[config.mk]
export PLATFORM = sky130hd
export DESIGN_NAME = alu_mw_sequencer
export DESIGN_NICKNAME = d
export VERILOG_FILES = /design/src/rtl/alu_seq_pkg.sv /design/src/rtl/alu_mw_ctl_decode.sv /design/src/rtl/alu_mw_sequencer.sv
export SDC_FILE = /design/constraint.sdc
export NUM_CORES = 1
export LEC_CHECK = 0
export BUFFER_PORTS_ARGS = -buffer_cell sky130_fd_sc_hd__buf_2
export CAP_MARGIN = 20
export CORE_MARGIN = 10
export CORE_UTILIZATION = 49
export DETAILED_ROUTE_END_ITERATION = 8
export GPL_TIMING_DRIVEN = 0
export PLACE_DENSITY = 0.8
export SLEW_MARGIN = 25
export SYNTH_ARGS = -nofsm -noshare
export SYNTH_HDL_FRONTEND = slang
export SYNTH_SLANG_ARGS = --single-unit
[constraint.sdc]
create_clock -name clk -period 2 [get_ports clk]
set_clock_uncertainty 0.15 [all_clocks]
set_input_delay 0.2 -clock clk [delete_from_list [all_inputs] [get_ports clk]]
set_output_delay 0.2 -clock clk [all_outputs]
set_load 0.05 [all_outputs]
[src/rtl/alu_seq_pkg.sv]
// Shared encodings for the multi-word ALU sequencer: op codes, FSM states,
// the ALU word width and the per-word ALU control bundle.
package alu_seq_pkg;

   localparam int WORD_W = 16;

   typedef enum logic [1:0] {
      OP_ADD = 2'd0,
      OP_SUB = 2'd1,
      OP_ADC = 2'd2,
      OP_SBB = 2'd3
   } op_t;

   typedef enum logic [1:0] {
      S_IDLE = 2'd0,
      S_RUN  = 2'd1,
      S_DONE = 2'd2
   } state_t;

   typedef struct packed {
      logic sub;
      logic sbb;
      logic adc;
      logic c;
   } alu_ctl_t;

endpackage

[src/rtl/alu_mw_ctl_decode.sv]
// Per-word ALU control decode: the first word starts the chain from the op
// itself, later words always chain through the saved carry.
module alu_mw_ctl_decode
   import alu_seq_pkg::*;
(
   input  op_t      op,
   input  logic     first_word,
   input  logic     cin,
   input  logic     carry_reg,
   output alu_ctl_t ctl
);

   always_comb begin
      ctl = '0;
      if (first_word) begin
         case (op)
            OP_SUB:  ctl.sub = 1'b1;
            OP_ADC:  begin ctl.adc = 1'b1; ctl.c = cin; end
            OP_SBB:  begin ctl.sbb = 1'b1; ctl.c = cin; end
            default: ;
         endcase
      end else begin
         // Subtracts keep the ALU's B inversion on every word; SBB carries the borrow.
         case (op)
            OP_SUB, OP_SBB: begin ctl.sbb = 1'b1; ctl.c = carry_reg; end
            default:        begin ctl.adc = 1'b1; ctl.c = carry_reg; end
         endcase
      end
   end

endmodule

[src/rtl/alu_mw_sequencer.sv]
// Time-shares a 16-bit combinational ALU for WORDS x 16-bit ADD/SUB/ADC/SBB, LSW first.
// Optional macro ALU_MW_SEQ_ABORT_EN adds an abort input that cancels RUN/DONE.
module alu_mw_sequencer
   import alu_seq_pkg::*;
#(
   parameter  int WORDS = 2,
   localparam int W     = WORD_W * WORDS,
   localparam int IDX_W = $clog2(WORDS)
) (
   input  logic              clk,
   input  logic              rst,
`ifdef ALU_MW_SEQ_ABORT_EN
   input  logic              abort,
`endif
   input  logic              start,
   input  logic [1:0]        op,
   input  logic              cin,
   input  logic [W-1:0]      opa,
   input  logic [W-1:0]      opb,
   output logic              busy,
   output logic              done,
   output logic [W-1:0]      result,
   output logic              carry,
   output logic              ovf,
   output logic              zero,
   output logic [WORD_W-1:0] alu_a,
   output logic [WORD_W-1:0] alu_b,
   output logic              alu_sub,
   output logic              alu_sbb,
   output logic              alu_adc,
   output logic              alu_c,
   input  logic [WORD_W-1:0] alu_y,
   input  logic              alu_cout,
   input  logic              alu_cout1
);

   state_t           state, state_nxt;
   op_t              op_q;
   logic [W-1:0]     opa_q, opb_q, res_nxt;
   logic             cin_q, carry_reg;
   logic [IDX_W-1:0] idx;
   logic             run, last, abort_w;
   alu_ctl_t         ctl;

`ifdef ALU_MW_SEQ_ABORT_EN
   assign abort_w = abort;
`else
   assign abort_w = 1'b0;
`endif

   assign run  = (state == S_RUN);
   assign last = (idx == IDX_W'(WORDS - 1));
   assign busy = (state != S_IDLE);
   assign done = (state == S_DONE) && !abort_w;

   alu_mw_ctl_decode u_decode (
      .op         (op_q),
      .first_word (idx == '0),
      .cin        (cin_q),
      .carry_reg  (carry_reg),
      .ctl        (ctl)
   );

   // ALU inputs are only live in RUN so the shared ALU sees zeros otherwise.
   assign alu_a   = run ? opa_q[WORD_W*idx +: WORD_W] : '0;
   assign alu_b   = run ? opb_q[WORD_W*idx +: WORD_W] : '0;
   assign alu_sub = run & ctl.sub;
   assign alu_sbb = run & ctl.sbb;
   assign alu_adc = run & ctl.adc;
   assign alu_c   = run & ctl.c;

   always_comb begin
      res_nxt = result;
      res_nxt[WORD_W*idx +: WORD_W] = alu_y;
   end

   always_comb begin
      state_nxt = state;
      case (state)
         S_IDLE:  if (start) state_nxt = S_RUN;
         S_RUN:   if (last)  state_nxt = S_DONE;
         S_DONE:  state_nxt = S_IDLE;
         default: state_nxt = S_IDLE;
      endcase
      if (abort_w && state != S_IDLE) state_nxt = S_IDLE;
   end

   always_ff @(posedge clk) begin
      if (rst) begin
         state     <= S_IDLE;
         op_q      <= OP_ADD;
         opa_q     <= '0;
         opb_q     <= '0;
         cin_q     <= 1'b0;
         idx       <= '0;
         carry_reg <= 1'b0;
         result    <= '0;
         carry     <= 1'b0;
         ovf       <= 1'b0;
         zero      <= 1'b0;
      end else begin
         state <= state_nxt;
         if (abort_w && state != S_IDLE) begin
            result <= '0;
            carry  <= 1'b0;
            ovf    <= 1'b0;
            zero   <= 1'b0;
         end else begin
            case (state)
               S_IDLE: if (start) begin
                  opa_q     <= opa;
                  opb_q     <= opb;
                  op_q      <= op_t'(op);
                  cin_q     <= cin;
                  idx       <= '0;
                  carry_reg <= 1'b0;
                  result    <= '0;
                  carry     <= 1'b0;
                  ovf       <= 1'b0;
                  zero      <= 1'b0;
               end
               S_RUN: begin
                  result    <= res_nxt;
                  carry_reg <= alu_cout;
                  idx       <= idx + 1'b1;
                  // Flags come from the top word; zero is judged on the fully assembled value.
                  if (last) begin
                     carry <= alu_cout;
                     ovf   <= alu_cout ^ alu_cout1;
                     zero  <= (res_nxt == '0);
                  end
               end
               default: ;
            endcase
         end
      end
   end

endmodule

# Word-level counts from Yosys, hierarchy flattened
# Cells that the tools add are included.
[word_totals] elab_cells=64 out_inout_bits=73 input_bits=88 register_bits=106
[op_classes] addsub=2 eq_ne=7 muxes=25 bitwise=5 shift=4 reduce_logical=10
[op_table] cell="$pmux 32 s2" n=1
[op_table] cell="$shiftx 32x6->16" n=2
[op_table] cell="$neg 5->34" n=1
[op_table] cell="$shift 16x34->32 const A" n=1
[op_table] cell="$shiftx 16x34->32" n=1
[op_table] cell="$bwmux 32" n=1
[op_table] cell="$logic_not 32->1" n=1
[op_table] cell="$mux 16" n=2
[op_table] cell="$mux 32" n=1
[op_table] cell="$mux 1" n=11
[op_table] cell="$pmux 1 s2" n=5
[op_table] cell="$eq 2x2->1 const B" n=3
[op_table] cell="$reduce_and 2->1" n=3
[op_table] cell="$and 1x1->1" n=4
[op_table] cell="$eq 2x1->1 const B" n=2
[op_table] cell="$mux 2" n=2
[op_table] cell="$ne 2x2->1 const B" n=2
[op_table] cell="$pmux 2 s2" n=1
[op_table] cell="$reduce_bool 2->1" n=2
[op_table] cell="$reduce_or 2->1" n=2
[op_table] cell="$mux 3" n=1
[op_table] cell="$reduce_and 3->1" n=1
[op_table] cell="$logic_not 2->1" n=1
[op_table] cell="$add 1x1->1 const B" n=1
[op_table] cell="$xor 1x1->1" n=1

# Depth between registers and ports, before layout
# Gate-level depths: netlist of run 1.
[logic_depth] word_depth=6 ltp_mapped=7 mapped_depth_nobuf=4

# Cells and area by module
# From an unflattened synthesis of run 1, not the netlist that was laid out.
[unflattened] cells_unflattened=528 area_unflattened_um2=4296.6
[modules_own_cells] module="alu_mw_sequencer" area_per_inst_um2=4252.8 seq_area_each_um2=2122.0 instances=1 cells_each=521
[modules_own_cells] module="alu_mw_ctl_decode" area_per_inst_um2=43.8 seq_area_each_um2=0.0 instances=1 cells_each=7

# Worst setup path after synthesis of run 1
# OpenSTA, ideal clock, no wires.
[synth_path] path_kind="register to output" start="register idx" end="output alu_adc" stages_incl_launch_ff=5 setup_slack_ps=-339 arrival_time_ps=1989 t_required_ps=1650 n_path_buf=2 path_cell_list="dfxtp_1 buf_2 buf_1 nor2_1 nor3_1"
[synth_between] elab_chain_cells=2
[synth_lines] item="from (decl)" line_no="alu_mw_sequencer.sv:41" text="logic [IDX_W-1:0] idx;"
[synth_lines] item="from (signal assigned)" line_no="alu_mw_sequencer.sv:125" text="idx <= idx + 1'b1;"
[synth_lines] item="$mux 3" line_no="alu_mw_ctl_decode.sv:15" text="if (first_word) begin"
[synth_lines] item="$and 1x1->1" line_no="alu_mw_sequencer.sv:69" text="assign alu_adc = run & ctl.adc;"
[synth_lines] item="to (decl)" line_no="alu_mw_sequencer.sv:30" text="output logic alu_adc,"
# Every way passes these cells.

# Worst setup path in the final report of run 1
[layout_path] start="register state[1]" end="output alu_b[13]"
[layout_between] elab_chain_cells=2
[layout_lines] item="from (decl)" line_no="alu_mw_sequencer.sv:37" text="state_t state, state_nxt;"
[layout_lines] item="from (signal assigned)" line_no="alu_mw_sequencer.sv:102" text="state <= state_nxt;"
[layout_lines] item="$eq 2x1->1" line_no="alu_mw_sequencer.sv:51" text="assign run = (state == S_RUN);"
[layout_lines] item="$mux 16" line_no="alu_mw_sequencer.sv:66" text="assign alu_b = run ? opb_q[WORD_W*idx +: WORD_W] : '0;"
[layout_lines] item="to (decl)" line_no="alu_mw_sequencer.sv:27" text="output logic [WORD_W-1:0] alu_b,"
# Every way passes these cells.

==> results of run 1 <==
[worst max-delay path by stage]
stage	to
5_1_grt	alu_b[13]
4_1_cts	alu_a[10]
2_1_floorplan	alu_sbb
6_report	alu_b[13]
3_3_place_gp	alu_a[13]
3_5_place_dp	alu_a[13]
[timing repair]
action                                  CTS  global route
pin swaps                                 0             0
hold buffers                             82             0
setup buffers                             0             0
hold endpoints to repair                 89             0
endpoints found under the setup margin   36            49
resized for setup                        49            68
[cells in the mapped netlist]
| master | n | area share (%) |
|---|---|---|
| nand2_1 | 137 | 12 |
| dfxtp_1 | 106 | 49 |
| nor2_1 | 74 | 6.4 |
| a21oi_1 | 70 | 8.1 |
| mux2i_1 | 32 | 7.4 |
| a22oi_1 | 25 | 4.4 |
| clkbuf_1 | 20 | 1.7 |
| buf_2 | 13 | 1.5 |
| a22oi_2 | 9 | 2.6 |
| buf_1 | 7 | 0.61 |
| nor3_1 | 5 | 0.58 |
| nor4_1 | 4 | 0.58 |
| nor2b_1 | 3 | 0.44 |
| buf_6 | 2 | 0.52 |
| nor2_2 | 2 | 0.29 |
| o22ai_1 | 2 | 0.29 |
| or4_1 | 2 | 0.35 |
| or4b_2 | 2 | 0.46 |
| a21o_1 | 1 | 0.17 |
| a31oi_1 | 1 | 0.15 |
| and3_1 | 1 | 0.15 |
| and3b_1 | 1 | 0.20 |
| and4b_1 | 1 | 0.23 |
| nand2b_1 | 1 | 0.15 |
| nand3_1 | 1 | 0.12 |
| nand3b_1 | 1 | 0.17 |
| nand4_1 | 1 | 0.15 |
| nor3b_2 | 1 | 0.29 |
| o21ai_1 | 1 | 0.12 |
| or2_2 | 1 | 0.15 |
| or3b_1 | 1 | 0.20 |
| xor2_1 | 1 | 0.20 |
[tightest hold or removal path, cell delays in order]
cell and delay, ns:
buf_2 0.14, a22oi_2 0.08, nor2_1 0.08
[metrics by stage]
stage          setup WS, ns  power, mW
2_1_floorplan      0.004542      2.970
3_3_place_gp        0.01717      3.248
3_5_place_dp       -0.03420      3.272
4_1_cts           -0.009502      4.992
5_1_grt            -0.05119      5.278
6_report           0.009183      5.083
[per-layer routing]
layer  track usage (%)  up-vias
met1             26.98     2306
met4             11.76        0
met2             41.12      265
li1                  -     2278
met5                 0        -
met3             7.664       76
[report_power, final]
part	internal [mW]	switching, mW	leakage (nW)	total (mW)
logic	0.460	0.700	1.81	1.16
registers	2.23	0.0813	0.867	2.31
clock network	0.868	0.742	0.119	1.61
total	3.56	1.52	2.80	5.08
[layout make-up]
| type | count | area share [%] |
|---|---|---|
| Buffer | 42 | 3.728 |
| Clock buffer | 10 | 2.071 |
| Clock inverter | 6 | 1.713 |
| Multi-Input combinational cell | 381 | 31.37 |
| Sequential cell | 106 | 31.97 |
| Tap cell | 108 | 2.034 |
| Timing Repair Buffer | 241 | 27.11 |
[kinds of logic after synthesis]
kind of cell,Yosys count
AO/OA/AOI/OAI,109
XOR/XNOR,1
buffers and inverters,42
flip-flops,106
multiplexers,32
AND/OR/NAND/NOR,239
==> impl_metrics.prom, run 1 <==
# TYPE chip_impl_metric gauge
chip_impl_metric{name="place.detailed.instances",unit=""} 796
chip_impl_metric{name="grt_pass1_wl",unit="um"} 25600
chip_impl_metric{name="final.period_utilization",unit="%"} 99.54
chip_impl_info{name="critPathSlowestCell",value="dfxtp_2"} 1
chip_impl_metric{name="buffer_ports.inserted",unit=""} 159
chip_impl_metric{name="synth_seq_cells",unit=""} 106
chip_impl_metric{name="cellLeakagePower",unit="nW"} 2.799
chip_impl_metric{name="numCtsBuffers",unit=""} 9
chip_impl_metric{name="xor_and_xnor_fraction_of_the_mapped_netlist_area",unit="%"} 0.2033
chip_impl_info{name="clock-root-buffer",value="clkbuf_8"} 1
chip_impl_metric{name="drt-total-wl",unit="um"} 16740
chip_impl_metric{name="cap_violations",unit=""} 0
chip_impl_metric{name="drt-pass1-iter-count",unit=""} 5
chip_impl_metric{name="achievable-frequency",unit="MHz"} 502.3
chip_impl_metric{name="finalSetupViolations",unit=""} 0
chip_impl_metric{name="final-instance-count-excl-fill",unit=""} 894
chip_impl_metric{name="place_area",unit="sq um"} 5249
chip_impl_metric{name="ir_drop",unit="mV"} 0.4575
chip_impl_metric{name="fp-row-count",unit=""} 34
chip_impl_metric{name="die_area",unit="sq um"} 12940
chip_impl_metric{name="syn_inst",unit=""} 529
chip_impl_metric{name="synth_fp_nets",unit=""} 617
chip_impl_metric{name="cp.depth",unit=""} 5
chip_impl_info{name="layout.cells.most_common",value="nand2_1"} 1
chip_impl_metric{name="final.fill_count",unit=""} 558
chip_impl_metric{name="area_of_combinational_cells_with_multiple_inputs",unit="sq um"} 2085
chip_impl_metric{name="grt-ovfl-total",unit=""} 0
chip_impl_metric{name="io_pins",unit=""} 161
chip_impl_metric{name="globalplace.congestion",unit=""} 0.8782
chip_impl_metric{name="wire_per_inst",unit="um"} 18.72
chip_impl_metric{name="drive_above_1_share",unit="%"} 30.28
chip_impl_metric{name="grt_usage",unit="%"} 24.28
chip_impl_metric{name="worst_r2r_path_depth",unit=""} 5
chip_impl_metric{name="grt_antenna_before_repair",unit=""} 0
chip_impl_metric{name="wl_met3",unit="um"} 1446
chip_impl_metric{name="timing.critical_path.arrival",unit="ns"} 1.64
chip_impl_metric{name="ant_nets",unit=""} 0
chip_impl_metric{name="die_width",unit="um"} 113.8
chip_impl_metric{name="post_synth_mux_area_share",unit="%"} 7.435
chip_impl_metric{name="crit_required",unit="ns"} 1.65
chip_impl_metric{name="hold_path_depth",unit=""} 3
chip_impl_info{name="layout_common_cells",value="nand2_1, buf_2, dfxtp_1"} 1
chip_impl_metric{name="synth_fa_ha_area_share",unit="%"} 0
chip_impl_info{name="path_delay_family",value="buffers and inverters"} 1
chip_impl_metric{name="cts.path.max_buffers",unit=""} 2
chip_impl_metric{name="clock_tree.htree_level_count",unit=""} 3
chip_impl_info{name="crit_startpoint",value="state[1]$_SDFFE_PP0P_"} 1
chip_impl_info{name="path_common_cell",value="buf_4"} 1
chip_impl_metric{name="core-area",unit="sq um"} 8636
chip_impl_metric{name="postLayoutCellArea",unit="sq um"} 6645
chip_impl_metric{name="final_hold_viol_count",unit=""} 0
chip_impl_metric{name="hold-worst-slack",unit="ns"} 0.01132
chip_impl_info{name="timing.hold.worst.class",value="in -> reg"} 1
chip_impl_info{name="hold-path-endpoint",value="result[12]$_SDFFE_PP0P_"} 1
chip_impl_metric{name="synth-seq-area-share",unit="%"} 49.26
chip_impl_metric{name="netlist-cell-type-count",unit=""} 32
chip_impl_metric{name="totalNegativeSetupSlack",unit="ns"} 0
chip_impl_metric{name="fin_nets",unit=""} 869
chip_impl_info{name="timing.rr.start",value="state[0]$_SDFFE_PP0P_"} 1
chip_impl_metric{name="final-max-slew-violation-count",unit=""} 0
chip_impl_metric{name="synth.yosys.warnings",unit=""} 0
chip_impl_info{name="regToRegEndpoint",value="opb_q[28]$_SDFFE_PP0P_"} 1
chip_impl_info{name="timing.hold.worst.start",value="alu_y[12]"} 1
chip_impl_metric{name="cp_slowest_stage_delay",unit="ns"} 0.37
chip_impl_metric{name="cts_sinks",unit=""} 106
chip_impl_metric{name="avgSynthCellArea",unit="sq um"} 8.143
chip_impl_metric{name="route.vias.total",unit=""} 4925
chip_impl_metric{name="syn-cell-area",unit="sq um"} 4308
chip_impl_metric{name="floorplan.initialDensity",unit="%"} 49.88
chip_impl_metric{name="hpwlAfterDp",unit="um"} 10450
chip_impl_metric{name="floorplan.die.height",unit="um"} 113.8
chip_impl_info{name="synth_top_family_by_area",value="simple AND/OR/NAND/NOR gates"} 1
chip_impl_metric{name="synth-compound-area-share",unit="%"} 15.83
chip_impl_metric{name="wl_met1",unit="um"} 6196
chip_impl_info{name="status",value="finished, final reports clean"} 1
chip_impl_metric{name="finalWorstPathRequiredPeriod",unit="ns"} 1.991
chip_impl_metric{name="grt_start_max_net_pins",unit=""} 18
chip_impl_metric{name="post_drt_via_cell_ratio",unit=""} 5.509
chip_impl_info{name="critical_path.cell_chain",value="nand2b_1, buf_4, buf_4, nor2_2, buf_6"} 1
chip_impl_metric{name="r2r_slack",unit="ns"} 0.04
chip_impl_metric{name="cellPowerDensity",unit="nW/um^2"} 764.9
chip_impl_metric{name="path_clk_slew",unit="ns"} 0.10
chip_impl_metric{name="drc",unit=""} 0
chip_impl_metric{name="yosys.area_share.simple",unit="%"} 22.89
chip_impl_metric{name="met2_wirelength",unit="um"} 8335
chip_impl_metric{name="seq_area",unit="sq um"} 2125
chip_impl_metric{name="final_util",unit="%"} 76.95
chip_impl_metric{name="cp_max_fo",unit=""} 10
chip_impl_metric{name="flow.area_growth_from_synthesis",unit="%"} 54.25
chip_impl_metric{name="critPathBufInv",unit=""} 3
chip_impl_info{name="regs_by_ff_count",value="opa_q x32, opb_q x32, result x32"} 1
chip_impl_info{name="critical_path_class",value="reg -> out"} 1
chip_impl_info{name="tritoncts",value="yes"} 1
chip_impl_metric{name="grt_pass1_vias",unit=""} 4994
chip_impl_metric{name="maxSlewHeadroom",unit="%"} 62.39
chip_impl_metric{name="antennaDiodeCount",unit=""} 0
chip_impl_info{name="startpoint_type",value="flip-flop"} 1
chip_impl_info{name="dr.max_layer_used",value="met4"} 1
chip_impl_metric{name="detail_route.iter0.violations",unit=""} 392
chip_impl_info{name="critical_path_endpoint_category",value="primary output"} 1
chip_impl_info{name="grt_setup_unrepaired",value="yes"} 1
chip_impl_metric{name="worstMarginPinSlew",unit="ns"} 0.5617
chip_impl_metric{name="clock_latency",unit="ns"} 0.36
(Power assumes the default switching activity.)
==> run 2, diff against run 1 <==
Settings changed: ABC_AREA set to 1, CORE_UTILIZATION 49 to 50, PLACE_DENSITY 0.8 to 0.79.
==> run 2 against run 1 <==
Effect of this change:
- via count increased by 28%
- maximum frequency increased by 0.28%
- synthesized area increased by 14%
- combinational power increased by 44%
- largest cell class is now multi-input combinational cells
- clock-buffer cell count stayed put
- highest routed layer unchanged
- sequential share of layout area decreased by 3.7 points
- utilization is 0.66 points higher
- die area up 9.9%
- critical endpoint is now alu_b[9]
- critical path type unchanged
==> impl_metrics.prom, run 2 <==
# TYPE chip_impl_metric gauge
chip_impl_info{name="startpoint_type",value="flip-flop"} 1
chip_impl_metric{name="globalplace.congestion",unit=""} 0.9411
chip_impl_metric{name="wire_per_inst",unit="um"} 18.35
chip_impl_metric{name="buffer_ports.inserted",unit=""} 160
chip_impl_metric{name="cts_sinks",unit=""} 106
chip_impl_info{name="grt_setup_unrepaired",value="yes"} 1
chip_impl_metric{name="clock_tree.htree_level_count",unit=""} 3
chip_impl_metric{name="cp_max_fo",unit=""} 6
chip_impl_metric{name="grt_pass1_wl",unit="um"} 29040
chip_impl_metric{name="avgSynthCellArea",unit="sq um"} 6.552
chip_impl_metric{name="worst_r2r_path_depth",unit=""} 6
chip_impl_metric{name="post_drt_via_cell_ratio",unit=""} 5.491
chip_impl_metric{name="numCtsBuffers",unit=""} 9
chip_impl_info{name="critical_path_endpoint_category",value="primary output"} 1
chip_impl_metric{name="netlist-cell-type-count",unit=""} 25
chip_impl_metric{name="flow.area_growth_from_synthesis",unit="%"} 52.54
chip_impl_metric{name="path_clk_slew",unit="ns"} 0.11
chip_impl_metric{name="fin_nets",unit=""} 1095
chip_impl_metric{name="detail_route.iter0.violations",unit=""} 785
chip_impl_metric{name="finalWorstPathRequiredPeriod",unit="ns"} 1.985
chip_impl_metric{name="timing.critical_path.arrival",unit="ns"} 1.64
chip_impl_metric{name="final.fill_count",unit=""} 630
chip_impl_metric{name="synth_fp_nets",unit=""} 840
chip_impl_metric{name="syn_inst",unit=""} 752
chip_impl_metric{name="worstMarginPinSlew",unit="ns"} 0.6130
chip_impl_metric{name="core-area",unit="sq um"} 9684
chip_impl_metric{name="cts.path.max_buffers",unit=""} 2
chip_impl_metric{name="share_of_yosys_cell_area_claimed_by_the_top_area_cell_type",unit="%"} 43.07
chip_impl_metric{name="synth.yosys.warnings",unit=""} 0
chip_impl_metric{name="finalSetupViolations",unit=""} 0
chip_impl_metric{name="cap_violations",unit=""} 0
chip_impl_metric{name="syn-cell-area",unit="sq um"} 4927
chip_impl_metric{name="achievable-frequency",unit="MHz"} 503.7
chip_impl_metric{name="drt-pass1-iter-count",unit=""} 5
chip_impl_metric{name="floorplan.initialDensity",unit="%"} 50.88
chip_impl_metric{name="die_area",unit="sq um"} 14230
chip_impl_info{name="clock-root-buffer",value="clkbuf_8"} 1
chip_impl_metric{name="route.vias.total",unit=""} 6298
chip_impl_metric{name="ant_nets",unit=""} 0
chip_impl_metric{name="floorplan.die.height",unit="um"} 119.3
chip_impl_metric{name="fp-row-count",unit=""} 36
chip_impl_metric{name="hpwlAfterDp",unit="um"} 11780
chip_impl_metric{name="totalNegativeSetupSlack",unit="ns"} 0
chip_impl_info{name="tritoncts",value="yes"} 1
chip_impl_metric{name="synth_seq_cells",unit=""} 106
chip_impl_metric{name="ir_drop",unit="mV"} 0.5024
chip_impl_metric{name="hold_path_depth",unit=""} 3
chip_impl_metric{name="crit_required",unit="ns"} 1.65
chip_impl_metric{name="grt_antenna_before_repair",unit=""} 2
chip_impl_metric{name="synth-seq-area-share",unit="%"} 43.07
chip_impl_info{name="critical_path_class",value="reg -> out"} 1
chip_impl_info{name="yosys-top-cells-area",value="dfxtp_1, nand2_1, nor2_1"} 1
chip_impl_metric{name="final_hold_viol_count",unit=""} 0
chip_impl_metric{name="drive_above_1_share",unit="%"} 27.27
chip_impl_info{name="post-synth-top-count-cell",value="nand2_1"} 1
chip_impl_info{name="yosys_most_used_dff",value="dfxtp_1"} 1
chip_impl_metric{name="drt-total-wl",unit="um"} 21050
chip_impl_metric{name="grt_usage",unit="%"} 24.37
chip_impl_metric{name="grt-ovfl-total",unit=""} 0
chip_impl_info{name="layout.cells.most_common",value="nand2_1"} 1
chip_impl_info{name="synth_largest_area_cell",value="dfxtp_1"} 1
chip_impl_info{name="status",value="finished, final reports clean"} 1
chip_impl_info{name="regs_by_ff_count",value="opa_q x32, opb_q x32, result x32"} 1
chip_impl_info{name="layout_common_cells",value="nand2_1, nor2_1, buf_2"} 1
chip_impl_metric{name="grt_pass1_vias",unit=""} 5908
chip_impl_metric{name="synthArstFlopShare",unit="%"} 0
chip_impl_metric{name="cellLeakagePower",unit="nW"} 3.359
chip_impl_metric{name="maxSlewHeadroom",unit="%"} 59.13
chip_impl_info{name="synth_commonest_cells",value="nand2_1, nor2_1, dfxtp_1"} 1
chip_impl_metric{name="cellPowerDensity",unit="nW/um^2"} 715.3
chip_impl_metric{name="hold-worst-slack",unit="ns"} 0.006940
chip_impl_info{name="timing.hold.worst.class",value="in -> reg"} 1
chip_impl_metric{name="io_pins",unit=""} 161
chip_impl_metric{name="final-max-slew-violation-count",unit=""} 0
chip_impl_metric{name="synth-edff-count",unit=""} 0
chip_impl_metric{name="die_width",unit="um"} 119.3
chip_impl_metric{name="clock_latency",unit="ns"} 0.36
chip_impl_metric{name="final.period_utilization",unit="%"} 99.26
chip_impl_metric{name="drc",unit=""} 0
chip_impl_metric{name="grt_start_max_net_pins",unit=""} 19
[run 2: cell families (layout without fill, tap and decap cells)]
kind of cell           after synthesis  in the layout  synth area share (%)
other                                0              2                     0
and+or+nand+nor                    395            395                 31.62
buffers and inverters              105            365                 10.21
AOI/OAI and AO/OA                  146            146                 15.11
DFF                                106            106                 43.07
[run 2: timing repair]
action                                  CTS  global route
gates resized for setup                  76            68
hold buffers                             68             0
buffers inserted                          5             9
cloned                                    0             3
endpoints found under the setup margin   36            35
pin swaps                                 2             2
hold endpoints to repair                 69             0
[run 2: report_power, final]
part / internal (mW) / leakage [nW] / switching (mW)
clock: 0.501 / 0.0933 / 0.816
combinational: 0.627 / 2.39 / 1.04
sequential: 2.27 / 0.874 / 0.115
[run 2: per-stage QoR]
| stage | area, sq um | worst slack [ns] | instances | total power [mW] | utilization [%] |
|---|---|---|---|---|---|
| after floorplan | 5001 | -0.1685 | 752 | 3.302 | - |
| after global placement | 5968 | -0.09970 | 1045 | 3.642 | 61.63 |
| after detailed placement | 5968 | -0.1011 | 1045 | 3.662 | 61.63 |
| after CTS | 7104 | 0.003577 | 1133 | 5.101 | 73.36 |
| after global routing | 7516 | -0.07317 | 1147 | 5.572 | 77.61 |
| final | 7516 | 0.01474 | 1147 | 5.376 | 77.61 |
[run 2: cell type report]
class	count	area (sq um)	area share, %
antenna	2	5.005	0.06659
tap	133	166.4	2.214
inverter	56	225.2	2.997
sequential	106	2125	28.27
clock buffer	10	137.6	1.831
clock inverter	6	47.55	0.6326
timing repair buffer	245	1853	24.65
multi-input combinational	541	2547	33.89
buffer	48	409.1	5.444
[run 2: worst max-delay path: stages, from the launching register on]
cell and delay, ns:
dfxtp_2 0.35, inv_2 0.04, nor2_4 0.14, inv_4 0.07
clkbuf_16 0.17, buf_6 0.14, a21oi_2 0.16, buf_6 0.19
[run 2: layer usage]
metal	share of wire [%]	GRT usage, %
met2	49	42.19
met1	37	28.06
met4	4.2	9.618
met3	10	6.330
met5	0	0
[run 2: path summary, 6_finish.rpt]
check | end | slack (ns) | start
max reg2reg | opb_q[24]$_SDFFE_PP0P_ | 0.16 | state[0]$_SDFFE_PP0P_
min reg2reg | result[29]$_SDFFE_PP0P_ | 0.33 | result[29]$_SDFFE_PP0P_
min | opb_q[18]$_SDFFE_PP0P_ | 0.007 | opb[18]
max | alu_b[9] | 0.01 | state[0]$_SDFFE_PP0P_
==> run 3, diff against run 2 <==
--- a/config.mk
+++ b/config.mk
@@ -8,3 +8,2 @@
 export ABC_AREA = 1
-export BUFFER_PORTS_ARGS = -buffer_cell sky130_fd_sc_hd__buf_2
 export CAP_MARGIN = 20
@@ -12,5 +11,6 @@
 export CORE_UTILIZATION = 50
+export CTS_BUF_LIST = sky130_fd_sc_hd__clkbuf_16
 export DETAILED_ROUTE_END_ITERATION = 8
+export DONT_BUFFER_PORTS = 1
 export GPL_TIMING_DRIVEN = 0
-export PLACE_DENSITY = 0.79
 export SLEW_MARGIN = 25
--- a/constraint.sdc
+++ b/constraint.sdc
@@ -4,2 +4,2 @@
 set_output_delay 0.2 -clock clk [all_outputs]
-set_load 0.05 [all_outputs]
+set_load 0.005 [all_outputs]
==> run 3 against run 2 <==
Effect of this change:
- non-clock buffer count fell by 169
- die area did not move
- first-iteration DRC count fell by 64%
- via count fell by 19%
- critical path type unchanged
- clock-buffer cell count fell by 1
- maximum frequency rose by 3.3%
- flip-flop and latch count did not move
- global-route usage fell by 2.3 points
- final cell count fell by 15%
- critical path depth fell by 2
- clock power rose by 41%
- highest routed layer unchanged
- register-to-register slack improved by 0.17 ns
==> impl_metrics.prom, run 3 (synthesis gave the netlist of run 2 again) <==
# TYPE chip_impl_metric gauge
chip_impl_metric{name="worst_r2r_path_depth",unit=""} 11
chip_impl_info{name="critPathSlowestCell",value="dfxtp_1"} 1
chip_impl_info{name="critical_path_endpoint_category",value="primary output"} 1
chip_impl_metric{name="fin_nets",unit=""} 926
chip_impl_metric{name="clock_latency",unit="ns"} 0.34
chip_impl_metric{name="r2r_slack",unit="ns"} 0.33
chip_impl_info{name="timing.rr.start",value="idx$_SDFFE_PP0P_"} 1
chip_impl_metric{name="place.detailed.instances",unit=""} 885
chip_impl_metric{name="totalNegativeSetupSlack",unit="ns"} 0
chip_impl_metric{name="cts.path.max_buffers",unit=""} 2
chip_impl_metric{name="cp_slowest_stage_delay",unit="ns"} 0.32
chip_impl_info{name="regs_by_ff_count",value="opa_q x32, opb_q x32, result x32"} 1
chip_impl_metric{name="grt_antenna_before_repair",unit=""} 2
chip_impl_metric{name="postLayoutCellArea",unit="sq um"} 6305
chip_impl_metric{name="final-max-slew-violation-count",unit=""} 0
chip_impl_metric{name="internal_cell_power",unit="mW"} 3.758
chip_impl_metric{name="grt.met2_usage",unit="%"} 38.11
chip_impl_info{name="grt_setup_unrepaired",value="no"} 1
chip_impl_metric{name="die_area",unit="sq um"} 14230
chip_impl_metric{name="power.switching",unit="mW"} 1.496
chip_impl_metric{name="ant_nets",unit=""} 0
chip_impl_metric{name="numCtsBuffers",unit=""} 9
chip_impl_metric{name="path_clk_slew",unit="ns"} 0.07
chip_impl_metric{name="floorplan.die.height",unit="um"} 119.3
chip_impl_metric{name="ir_drop",unit="mV"} 0.6840
chip_impl_metric{name="clock_tree.htree_level_count",unit=""} 3
chip_impl_info{name="grt_busiest_layer",value="met2"} 1
chip_impl_metric{name="pre_cts_ws",unit="ns"} 0.1841
chip_impl_metric{name="cap_violations",unit=""} 0
chip_impl_metric{name="cp_max_fo",unit=""} 10
chip_impl_metric{name="drt-total-wl",unit="um"} 16080
chip_impl_info{name="startpoint_type",value="flip-flop"} 1
chip_impl_info{name="timing.hold.worst.start",value="alu_y[11]"} 1
chip_impl_metric{name="floorplan.initialDensity",unit="%"} 50.88
chip_impl_metric{name="seq_power_share",unit="%"} 45.3
chip_impl_info{name="hold-path-endpoint",value="result[27]$_SDFFE_PP0P_"} 1
chip_impl_metric{name="grt_pass1_vias",unit=""} 5024
chip_impl_info{name="tritoncts",value="yes"} 1
chip_impl_metric{name="grt.met1_usage",unit="%"} 23.37
chip_impl_metric{name="achievable-frequency",unit="MHz"} 520.1
chip_impl_metric{name="flow.area_growth_from_synthesis",unit="%"} 27.96
chip_impl_metric{name="hpwlAfterDp",unit="um"} 11550
chip_impl_metric{name="final.setup.worst_slack",unit="ns"} 0.07732
chip_impl_metric{name="drive_above_1_share",unit="%"} 10.32
chip_impl_metric{name="final_hold_viol_count",unit=""} 0
chip_impl_metric{name="detail_route.iter0.violations",unit=""} 286
chip_impl_metric{name="timing.critical_path.arrival",unit="ns"} 1.57
chip_impl_metric{name="cellLeakagePower",unit="nW"} 2.544
chip_impl_metric{name="maxSlewHeadroom",unit="%"} 56.42
chip_impl_metric{name="drt-pass1-iter-count",unit=""} 5
chip_impl_info{name="layout.cells.most_common",value="nand2_1"} 1
chip_impl_metric{name="hold_path_depth",unit=""} 4
chip_impl_metric{name="crit_required",unit="ns"} 1.65
chip_impl_metric{name="power_frac_comb",unit="%"} 19.3
chip_impl_metric{name="clock_power_share",unit="%"} 35.4
chip_impl_metric{name="wire_per_inst",unit="um"} 16.44
chip_impl_metric{name="core-area",unit="sq um"} 9684
chip_impl_metric{name="die_width",unit="um"} 119.3
chip_impl_info{name="timing.hold.worst.class",value="in -> reg"} 1
chip_impl_info{name="critical_path.cell_chain",value="buf_6, buf_4, clkbuf_4, nand2_1, a21oi_2"} 1
chip_impl_metric{name="final.period_utilization",unit="%"} 96.13
chip_impl_metric{name="place_area",unit="sq um"} 5094
chip_impl_metric{name="grt_usage",unit="%"} 22.06
chip_impl_metric{name="fp-row-count",unit=""} 36
chip_impl_metric{name="cellPowerDensity",unit="nW/um^2"} 833.3
chip_impl_metric{name="grt-ovfl-total",unit=""} 0
chip_impl_metric{name="groute.layer.met3.usage",unit="%"} 9.211
chip_impl_metric{name="critPathBufInv",unit=""} 3
chip_impl_metric{name="route.vias.total",unit=""} 5097
chip_impl_metric{name="grt_start_max_net_pins",unit=""} 17
chip_impl_info{name="path_delay_family",value="buffers and inverters"} 1
chip_impl_info{name="regToRegEndpoint",value="zero$_SDFFE_PP0P_"} 1
chip_impl_metric{name="worstMarginPinSlew",unit="ns"} 0.6537
chip_impl_info{name="clock-root-buffer",value="clkbuf_16"} 1
chip_impl_metric{name="io_pins",unit=""} 161
chip_impl_info{name="critical_path_class",value="reg -> out"} 1
chip_impl_metric{name="cts_sinks",unit=""} 106
chip_impl_info{name="status",value="finished, final reports clean"} 1
chip_impl_metric{name="finalWorstPathRequiredPeriod",unit="ns"} 1.923
chip_impl_metric{name="netSwitchingFraction",unit="%"} 28.47
chip_impl_metric{name="post_drt_via_cell_ratio",unit=""} 5.212
chip_impl_metric{name="grt_pass1_wl",unit="um"} 25410
chip_impl_metric{name="finalSetupViolations",unit=""} 0
chip_impl_info{name="layout_common_cells",value="nand2_1, nor2_1, dfxtp_1"} 1
chip_impl_metric{name="final-instance-count-excl-fill",unit=""} 978
chip_impl_metric{name="buffer_ports.inserted",unit=""} 0
chip_impl_metric{name="drc",unit=""} 0
chip_impl_metric{name="globalplace.congestion",unit=""} 0.8607
==> run 3: changes by cell type in the layout (fill, tap and decap cells not counted), sizes merged <==
| cell | previous run | this run |
|---|---|---|
| clkinv | 4 | 3 |
| clkbuf | 34 | 35 |
| buf | 201 | 22 |
| dlygate4sd3 | 68 | 76 |
| bufinv | 0 | 2 |
==> run 3: through the flow <==
stage	total power, mW	hold WS (ns)	utilization (%)
after detailed placement	3.265	0.1755	52.60
after floorplan	3.042	0.1627	-
after CTS	5.264	0.005753	64.88
final	5.254	0.01289	65.10
after global routing	5.518	0.02725	65.10
after global placement	3.241	0.1761	52.60
==> run 3: repair_timing <==
item | in CTS | in global routing
buffers inserted | 0 | 0
hold buffers | 76 | 0
gates resized for setup | 39 | 9
endpoints found under the setup margin | 33 | 22
hold endpoints to repair | 78 | 0
gates cloned | 0 | 0
==> run 3: layout make-up <==
cell class                      instances  area, sq um
Antenna cell                            2        5.005
Tap cell                              133        166.4
Clock inverter                          7        85.08
Clock buffer                            9        225.2
Inverter                               56        220.2
Buffer                                 48        316.6
Fill cell                             903         3379
Multi-Input combinational cell        541         2404
Timing Repair Buffer                   76        760.7
Sequential cell                       106         2122
==> run 3: worst register-to-register path: cells and delay by family (launching register included) <==
kind | cells | cell delay (ns)
flip-flops | 1 | 0.31
AO/OA/AOI/OAI | 1 | 0.12
buffers and inverters | 3 | 0.38
AND/OR/NAND/NOR | 7 | 0.64
==> run 3: per-layer routing <==
| layer | vias to the layer above | share of wire, % |
|---|---|---|
| li1 | 2530 | - |
| met1 | 2357 | 38 |
| met2 | 182 | 50 |
| met3 | 28 | 9.6 |
| met4 | 0 | 2.6 |
| met5 | - | 0 |
==> run 3: worst max-delay path by stage <==
| stage | startpoint | endpoint | cells past startpoint |
|---|---|---|---|
| after floorplan | state[0]$_SDFFE_PP0P_ | alu_a[0] | 6 |
| after global placement | state[0]$_SDFFE_PP0P_ | alu_a[14] | 6 |
| after detailed placement | state[0]$_SDFFE_PP0P_ | alu_a[14] | 6 |
| after CTS | idx$_SDFFE_PP0P_ | alu_a[14] | 6 |
| after global routing | idx$_SDFFE_PP0P_ | alu_a[2] | 6 |
| final | idx$_SDFFE_PP0P_ | alu_b[14] | 5 |
==> run 3: power groups by stage <==
stage,Clock [mW],Combinational (mW),Sequential [mW]
floorplan,0,0.645,2.40
global placement,0,0.820,2.42
detailed placement,0,0.839,2.43
CTS,1.88,1.00,2.38
global route,1.98,1.14,2.40
finish,1.86,1.01,2.38
